[src/rtl/tcdm_filter_rule_ctrl.sv]
// TCDM address-filter configuration controller: APB shadow/active rule tables,
// drain-then-commit sequencing of the monitored port, and first-violation capture.
module tcdm_filter_rule_ctrl #(
    parameter int N_RULES         = 8,
    parameter int APB_ADDR_WIDTH  = 12,
    parameter int MAX_OUTSTANDING = 4
) (
    input  logic                      clk,
    input  logic                      rst,
    input  logic [APB_ADDR_WIDTH-1:0] paddr,
    input  logic [31:0]               pwdata,
    input  logic                      pwrite,
    input  logic                      psel,
    input  logic                      penable,
    output logic [31:0]               prdata,
    output logic                      pready,
    output logic                      pslverr,
    input  logic                      mon_req_i,
    input  logic                      mon_gnt_i,
    input  logic                      mon_r_valid_i,
    input  logic [31:0]               mon_add_i,
    input  logic                      mon_wen_i,
    input  logic                      error_i,
    output logic                      hold_o,
    output logic                      filter_en_o,
    output logic [N_RULES*32-1:0]     RULES_o,
    output logic                      irq_o
);
    localparam int CNT_W = $clog2(MAX_OUTSTANDING + 1);
    localparam int IDX_W = (N_RULES > 1) ? $clog2(N_RULES) : 1;
    localparam logic [CNT_W-1:0] CNT_MAX = CNT_W'(MAX_OUTSTANDING);
    localparam logic [31:0] SHADOW_WORD = 32'h10;  // word index of byte offset 0x040
    localparam logic [31:0] ACTIVE_WORD = 32'h20;  // word index of byte offset 0x080
    localparam logic [31:0] NR          = 32'(N_RULES);

    typedef enum logic [1:0] {IDLE, DRAIN, COMMIT} state_t;

    state_t           state;
    logic [31:0]      shadow_rules [N_RULES];
    logic [31:0]      active_rules [N_RULES];
    logic             shadow_en, active_en, irq_en;
    logic             err_valid, cnt_err, err_wen;
    logic [31:0]      err_addr;
    logic [7:0]       err_count;
    logic [CNT_W-1:0] outstanding;

    function automatic logic [7:0] sat_inc8(input logic [7:0] v);
        return (v == 8'hFF) ? v : v + 8'd1;
    endfunction

    logic [31:0]      word_addr;
    logic [IDX_W-1:0] rule_idx;
    logic aligned, sel_ctrl, sel_status, sel_err_addr, sel_err_info, sel_shadow, sel_active, sel_valid;
    logic cfg_write, access, wr_en, commit_req, clr_err_valid, clr_cnt_err, inc, dec;

    assign word_addr    = 32'(paddr[APB_ADDR_WIDTH-1:2]);
    assign rule_idx     = word_addr[IDX_W-1:0];
    assign aligned      = (paddr[1:0] == 2'b00);
    assign sel_ctrl     = aligned && (word_addr == 32'd0);
    assign sel_status   = aligned && (word_addr == 32'd1);
    assign sel_err_addr = aligned && (word_addr == 32'd2);
    assign sel_err_info = aligned && (word_addr == 32'd3);
    assign sel_shadow   = aligned && (word_addr >= SHADOW_WORD) && (word_addr < SHADOW_WORD + NR);
    assign sel_active   = aligned && (word_addr >= ACTIVE_WORD) && (word_addr < ACTIVE_WORD + NR);
    assign sel_valid    = sel_ctrl | sel_status | sel_err_addr | sel_err_info | sel_shadow | sel_active;

    // Configuration writes stall while a commit is in flight so they can never race the copy.
    assign cfg_write     = psel & pwrite & (sel_ctrl | sel_shadow);
    assign pready        = ~(cfg_write & (state != IDLE));
    assign access        = psel & penable & pready;
    assign wr_en         = access & pwrite;
    assign pslverr       = psel & penable & ~sel_valid;
    assign commit_req    = wr_en & sel_ctrl & pwdata[1];
    assign clr_err_valid = wr_en & sel_status & pwdata[1];
    assign clr_cnt_err   = wr_en & sel_status & pwdata[2];
    assign inc           = mon_req_i & mon_gnt_i;
    assign dec           = mon_r_valid_i;

    always_comb begin
        prdata = '0;
        if (psel && penable && !pwrite) begin
            if (sel_ctrl)          prdata = {29'd0, irq_en, 1'b0, shadow_en};
            else if (sel_status)   prdata = {16'd0, err_count, 5'd0, cnt_err, err_valid, state != IDLE};
            else if (sel_err_addr) prdata = err_addr;
            else if (sel_err_info) prdata = {31'd0, err_wen};
            else if (sel_shadow)   prdata = shadow_rules[rule_idx];
            else if (sel_active)   prdata = active_rules[rule_idx];
        end
    end

    always_ff @(posedge clk or posedge rst) begin
        if (rst) begin
            outstanding <= '0;
            cnt_err     <= 1'b0;
        end else begin
            if (clr_cnt_err) cnt_err <= 1'b0;
            if (inc && !dec) begin
                if (outstanding == CNT_MAX) cnt_err <= 1'b1;
                else                        outstanding <= outstanding + CNT_W'(1);
            end else if (dec && !inc) begin
                if (outstanding == '0) cnt_err <= 1'b1;
                else                   outstanding <= outstanding - CNT_W'(1);
            end
        end
    end

    always_ff @(posedge clk or posedge rst) begin
        if (rst) begin
            state     <= IDLE;
            hold_o    <= 1'b0;
            shadow_en <= 1'b0;
            active_en <= 1'b0;
            irq_en    <= 1'b0;
            for (int i = 0; i < N_RULES; i++) begin
                shadow_rules[i] <= '0;
                active_rules[i] <= '0;
            end
        end else begin
            if (wr_en && sel_ctrl) begin
                shadow_en <= pwdata[0];
                irq_en    <= pwdata[2];
            end
            if (wr_en && sel_shadow) shadow_rules[rule_idx] <= pwdata;
            case (state)
                IDLE: if (commit_req) begin
                    state  <= DRAIN;
                    hold_o <= 1'b1;
                end
                DRAIN: if (outstanding == '0) state <= COMMIT;
                COMMIT: begin
                    for (int i = 0; i < N_RULES; i++) active_rules[i] <= shadow_rules[i];
                    active_en <= shadow_en;
                    state     <= IDLE;
                    hold_o    <= 1'b0;
                end
                default: begin
                    state  <= IDLE;
                    hold_o <= 1'b0;
                end
            endcase
        end
    end

    // A clear coinciding with a new error re-arms capture on that same error.
    always_ff @(posedge clk or posedge rst) begin
        if (rst) begin
            err_valid <= 1'b0;
            err_addr  <= '0;
            err_wen   <= 1'b0;
            err_count <= '0;
            irq_o     <= 1'b0;
        end else begin
            irq_o <= err_valid & irq_en;
            if (clr_err_valid) err_valid <= 1'b0;
            if (error_i) begin
                err_count <= sat_inc8(err_count);
                if (!err_valid || clr_err_valid) begin
                    err_valid <= 1'b1;
                    err_addr  <= mon_add_i;
                    err_wen   <= mon_wen_i;
                end
            end
        end
    end

    assign filter_en_o = active_en;
    for (genvar g = 0; g < N_RULES; g++) begin : g_rules
        assign RULES_o[g*32 +: 32] = active_rules[g];
    end
endmodule

[config.mk]
export PLATFORM = sky130hd
export DESIGN_NAME = tcdm_filter_rule_ctrl
export DESIGN_NICKNAME = d
export VERILOG_FILES = /design/src/rtl/tcdm_filter_rule_ctrl.sv
export SDC_FILE = /design/constraint.sdc
export NUM_CORES = 1
export LEC_CHECK = 0
export CAP_MARGIN = 20
export CORE_MARGIN = 4
export CORE_UTILIZATION = 59
export DETAILED_ROUTE_END_ITERATION = 6
export PLACE_DENSITY = 0.9
export RECOVER_POWER = 25
export SYNTH_ARGS = -nofsm -noshare
export SYNTH_HDL_FRONTEND = slang
export SYNTH_SLANG_ARGS = --single-unit
export TNS_END_PERCENT = 10
[constraint.sdc]
create_clock -name clk -period 57.7 [get_ports clk]
set_input_delay 8.655 -clock clk [delete_from_list [all_inputs] [get_ports clk]]
set_output_delay 8.655 -clock clk [all_outputs]
set_load 0.005 [all_outputs]
## After elaboration in Yosys (flattened, before gate mapping)

Cells that the tools add are included.

| storage, ports and cells | value |
|---|---|
| register bits after elaboration | 565 |
| input bits | 86 |
| output and inout bits | 293 |
| logic and storage cells | 137 |

| operators by class | value |
|---|---|
| $add $sub $neg | 3 |
| $lt $le $gt $ge | 6 |
| equal/unequal tests | 11 |
| multiplexer cells | 33 |
| bitwise gates (word level) | 25 |
| reduce and logical (&&, ||, !) cells | 31 |

Operators with widths:

| operator | count |
|---|---|
| 32-bit 2-to-1 mux | 12 |
| 256-bit bitwise mux | 1 |
| 32-bit binary-select mux with 3-bit select | 2 |
| 32-bit demux with 3-bit select | 1 |
| 32-bit logical NOT | 1 |
| 10-bit by 2-bit equality test with 1-bit output, second input constant | 2 |
| 1-bit logical AND | 15 |
| 1-bit AND | 14 |
| 3-bit 2-to-1 mux | 4 |
| 10-bit by 1-bit equality test with 1-bit output, second input constant | 1 |
| 10-bit by 5-bit greater-or-equal comparator with 1-bit output, second input constant | 1 |
| 10-bit by 6-bit greater-or-equal comparator with 1-bit output, second input constant | 1 |
| 10-bit by 5-bit less-than comparator with 1-bit output, second input constant | 1 |
| 10-bit by 6-bit less-than comparator with 1-bit output, second input constant | 1 |
| 1-bit 2-to-1 mux | 9 |
| 8-bit by 1-bit adder with 8-bit output, second input constant | 1 |
| 8-bit equality test, second input constant | 1 |
| 2-bit inequality test, second input constant | 4 |
| 2-bit AND reduction | 4 |
| 1-bit bitwise OR | 6 |
| 4-bit greater-or-equal comparator, second input constant | 1 |
| 1-bit logical NOT | 4 |
| 2-bit logical NOT | 2 |
| 4-bit by 1-bit less-than comparator with 1-bit output, second input constant | 1 |
| 14 further kinds | 19 |

## Logic depth before layout (Yosys ltp)

| depth | value |
|---|---|
| depth after elaboration | 15 |
| depth in mapped cells | 9 |
| mapped depth without buffers | 9 |

## Worst setup path before layout

No wires, ideal clock.

| timing | value |
|---|---|
| kind | input to output |
| from | input port paddr[4] |
| to | output port prdata[16] |
| arrival time | 10.273 ns |
| data required time | 49.045 ns |
| slack | 38.772 ns |
| stages on the path | 7 |
| path buffers | 3 |
| cell sequence | buf_2 buf_2 buf_1 mux4_2 mux2_2 a222oi_1 nor2_1 |

| between the ends | value |
|---|---|
| longest elaborated chain between the ends | 11 |
| elaborated cells on any way between the ends | 30 |
| those cells by class | order compare (4); eq/ne (3); mux (13); bitwise (1); reduce/logical (9) |

Ends and longest elaborated chain:

| element | line | text |
|---|---|---|
| start: declaration | 10 | `input logic [APB_ADDR_WIDTH-1:0] paddr,` |
| branches (longest 9 deep; another with 10-bit by 6-bit greater-or-equal comparator with 1-bit output) | - |  |
| 32-bit 2-to-1 mux * | 82 | `if (sel_ctrl) prdata = {29'd0, irq_en, 1'b0, shadow_en};` |
| 32-bit 2-to-1 mux * | 81 | `if (psel && penable && !pwrite) begin` |
| end: declaration | 15 | `output logic [31:0] prdata,` |

Every way passes the cells marked *. The select of a mux whose other input is x is not followed.

## Worst setup path in the final report

| timing | value |
|---|---|
| from | input port paddr[2] |
| to | output port prdata[18] |

The elaborated chain is that of the path after synthesis.

==> metrics.log <==
INFO  metric status = finished with violations
INFO  metric synth_seq_area_share = 53.78%
INFO  metric critical_path.slowest_cell = buf_4
INFO  metric synth_fp_nets = 1,849
INFO  metric cts.clk_slew.worst_paths = 0.06 ns
INFO  metric detail_route.wirelength = 78.83 mm
INFO  metric critPathCaptureType = output port
INFO  metric detail_route.drc_violations = 1
INFO  metric synthesis.area = 26,290 um2
INFO  metric grt_pass1_vias = 19,300
INFO  metric leading_cell_types_by_total_area_after_synthesis = dfrtp_1, mux2_2, mux4_2
INFO  metric fin_worst_skew = 0.01796 ns
INFO  metric routed_vias = 17,940
INFO  metric synth-async-reset-ratio = 100.0%
INFO  metric min_period = 21.21 ns
INFO  metric postSynthRegisterBits = 565
INFO  metric setup_viol = 0
INFO  metric critPathRequiredTime = 49.05 ns
INFO  metric die_area = 48,000 um2
INFO  metric pwr-share-comb = 6.0%
INFO  metric drtIter0Drc = 1,967
INFO  metric clockPowerShare = 43.9%
INFO  metric drtAntennaViolNets = 0
INFO  metric report.final.slew_viol_count = 410
INFO  metric p_int = 0.6271 mW
INFO  metric achievable-frequency = 47.15 MHz
INFO  metric pin_count = 379
INFO  metric tritoncts = done
INFO  metric grt_antenna_before_repair = 2
INFO  metric gp_congestion = 0.9055
INFO  metric multi_input_comb_area = 11,430 um2
INFO  metric firstDrtPassIters = 7
INFO  metric die_w = 219.1 um
INFO  metric post_cts_resized = 0
INFO  metric cts-buffers-inserted = 56
INFO  metric grt_overflow_total = 0
INFO  metric yosys-mux-area-fraction = 35.03%
INFO  metric pwr-share-seq = 50.1%
INFO  metric p_leak = 15.13 nW
INFO  metric floorplan.core_area = 44,120 um2
INFO  metric crit_path_max_incr_delay = 0.80 ns
INFO  metric die-height = 219.1 um
INFO  metric groute.usage.overall = 32.69%
INFO  metric fin_hold_ws = 0.4986 ns
INFO  metric path_max_fanout = 56
INFO  metric switching_fraction = 23.57%
INFO  metric initial_utilization = 59.58%
INFO  metric power.switching = 0.1934 mW
INFO  metric violated_checks = DRC, capacitance limit, slew limit
INFO  metric synth_cells = 1,759
INFO  metric most-common-layout-cells = dfrtp_1, mux2_2, clkdlybuf4s50_1
INFO  metric clock_sink_count = 565
INFO  metric max-vdd-ir-drop = 19.69 uV
INFO  metric global_route_wire_length_before_repair = 118.5 mm
INFO  metric min_delay_path_depth = 1
INFO  metric timing.reg2reg.worst_path_depth = 4
INFO  metric p_per_area = 25.52 nW/um2
INFO  metric synth_edf_count = 0
INFO  metric max_cap_viol_count = 5
INFO  metric area.sequential = 14,140 um2
INFO  metric arithmetic_cell_share_of_the_synthesized_area_counting_full_adders_half_adders_and_majority_gates = 0.2189%
INFO  metric synth_top_cell_area_share = 53.78%
INFO  metric placement_rows = 77
INFO  metric synthesis.area_per_instance = 14.95 um2
INFO  metric postCtsHoldBufs = 0
INFO  metric area.growth.synth_to_final = 22.26%
INFO  metric fin_tns_setup = 0 ns
INFO  metric ys_warn_count = 0
INFO  metric timing_worst_slew_pin_value = 6.215 ns
INFO  metric fillerInstances = 2,749
INFO  metric rr_startpoint = state[0]$_DFFE_PP0P_
INFO  metric synth_area_leader_cell = dfrtp_1
INFO  metric placed_cells_incl_taps = 2,625
INFO  metric start_kind = input port
INFO  metric synth.distinct_cells = 64
INFO  metric worst_skew_pair.late_latency = 0.61 ns
INFO  metric synth_top_family_by_area = multiplexers
INFO  metric final_min_period_over_clock_period = 36.76%
INFO  metric final-hold-violation-count = 0
INFO  metric mostFrequentLayoutCell = dfrtp_1
INFO  metric vias_per_cell = 6.568
INFO  metric grt_start_max_net_pins = 194
INFO  metric clockBufferDepth = 3
INFO  metric yosys.area_share.simple = 4.036%
INFO  metric buffer_ports.inserted = 378
INFO  metric worst_path_most_repeated_cell = buf_4
INFO  metric nets = 2,182
INFO  metric r2r-end = RULES_o[159]$_DFFE_PP0N_
INFO  metric worst-setup-path-type = input port to output port
INFO  metric crit_arrival = 12.56 ns
INFO  metric post_synth_xor_area_fraction = 0.2665%
INFO  metric drive_gt1_share = 36.89%
INFO  metric rsz0062_at_grt = no
INFO  metric holdCritStartpoint = err_count[7]$_DFFE_PP0P_
INFO  metric timing.critical_path.cells = clkbuf_8 -> buf_4 -> buf_4 -> nor3b_2 -> and4_2 -> a222oi_1 -> nor2_1 -> clkdlybuf4s50_1
INFO  metric synth_area_in_compound_gates = 3.774%
INFO  metric synthFlopType = dfrtp_1
INFO  metric min_to = err_count[7]$_DFFE_PP0P_
INFO  metric ctsRootBufferMaster = clkbuf_16
INFO  metric clock_tree.htree_level_count = 2
INFO  metric post-cts-setup-buffer-count = 0
INFO  metric worst_slew_margin_rel = -316.6%
INFO  metric post_drt_wl_per_cell = 28.86 um
INFO  metric regToRegSetupSlack = 48.88 ns
INFO  metric dp.final_hpwl = 50.17 mm
INFO  metric holdCritPathClass = register to register
INFO  metric number_of_standard_cells_in_the_final_layout_excluding_fillers = 2,731
==> power groups by stage <==
stage          logic (mW)  registers (mW)  clock network (mW)
5_1_grt            0.0538           0.411               0.380
6_report           0.0493           0.411               0.360
3_5_place_dp       0.0482           0.417                   0
3_3_place_gp       0.0458           0.417                   0
2_1_floorplan      0.0309           0.415                   0
4_1_cts            0.0490           0.410               0.363
==> metrics by stage <==
| stage | power (mW) | setup slack [ns] | cell area [um2] | utilization [%] |
|---|---|---|---|---|
| 3_3_place_gp | 0.4626 | 36.45 | 30330 | 68.73 |
| 2_1_floorplan | 0.4457 | 33.24 | 26290 | - |
| 3_5_place_dp | 0.4655 | 36.44 | 30340 | 68.77 |
| 4_1_cts | 0.8222 | 36.44 | 32130 | 72.83 |
| 6_report | 0.8204 | 36.49 | 32140 | 72.85 |
| 5_1_grt | 0.8453 | 36.20 | 32140 | 72.84 |
==> sequential cells by signal (all words and copies together) (netlist names) <==
| register | flops |
|---|---|
| shadow_en | 1 |
| shadow_rules | 256 |
| err_count | 8 |
| irq_o | 1 |
| outstanding | 3 |
| err_wen | 1 |
| cnt_err | 1 |
| err_addr | 32 |
| RULES_o | 256 |
| hold_o | 1 |
| err_valid | 1 |
| state | 2 |
| filter_en_o | 1 |
| irq_en | 1 |
==> cell usage after synthesis (all sizes together), types with 2 or more instances <==
cell	instances
mux2	571
dfrtp	565
mux4	111
buf	93
nand2	89
clkbuf	35
o22ai	34
nor2	30
mux2i	28
a21oi	21
a222oi	20
nand3	14
nor3	12
a22oi	10
o21ai	10
inv	9
nand2b	8
nor3b	7
nor4	7
o22a	7
nor2b	6
xor2	6
a2111oi	5
a21o	5
a2bb2oi	5
and2	4
nand4	4
o221ai	4
a31oi	3
a32oi	3
and3	3
ha	3
or2	3
or3	3
a211oi	2
and4	2
or4	2
xnor2	2
==> layout make-up <==
type	instances	share of cell area, %
Clock buffer	84	5.126
Tap cell	592	2.304
Antenna cell	3	0.02335
Sequential cell	565	43.98
Timing Repair Buffer	403	12.45
Multi-Input combinational cell	1056	35.55
Clock inverter	18	0.4476
Inverter	10	0.1207
==> layer usage <==
layer	global-route usage, %	share of wire (%)	routed length [um]
met2	51.61	47	37160
met3	10.65	11	8567
met5	0	0.016	13
met1	41.74	37	29240
met4	14.62	4.9	3855
==> worst max-delay path: cells and delay by family <==
family          cells  cell delay [ns]
compound gates      1             0.64
buf+inv             4             2.37
simple gates        3             0.85
==> kinds of logic after synthesis <==
group	Yosys count
DFF	565
and+or+nand+nor	197
AOI/OAI and AO/OA	137
xor gates and xnor gates	8
adders and majority gates	4
buffers and inverters	138
muxes	710
==> worst max path at each step <==
stage                         from                endpoint  slack (ns)  cells after the start
after floorplan                rst  RULES_o[0]$_DFFE_PP0N_       33.24                      1
after global placement    paddr[2]              prdata[18]       36.45                      8
after detailed placement  paddr[2]              prdata[18]       36.44                      8
after CTS                 paddr[2]              prdata[18]       36.44                      8
after global routing      paddr[2]              prdata[18]       36.20                      8
final                     paddr[2]              prdata[18]       36.49                      8
Note: power is estimated with default switching activity, not from simulation.
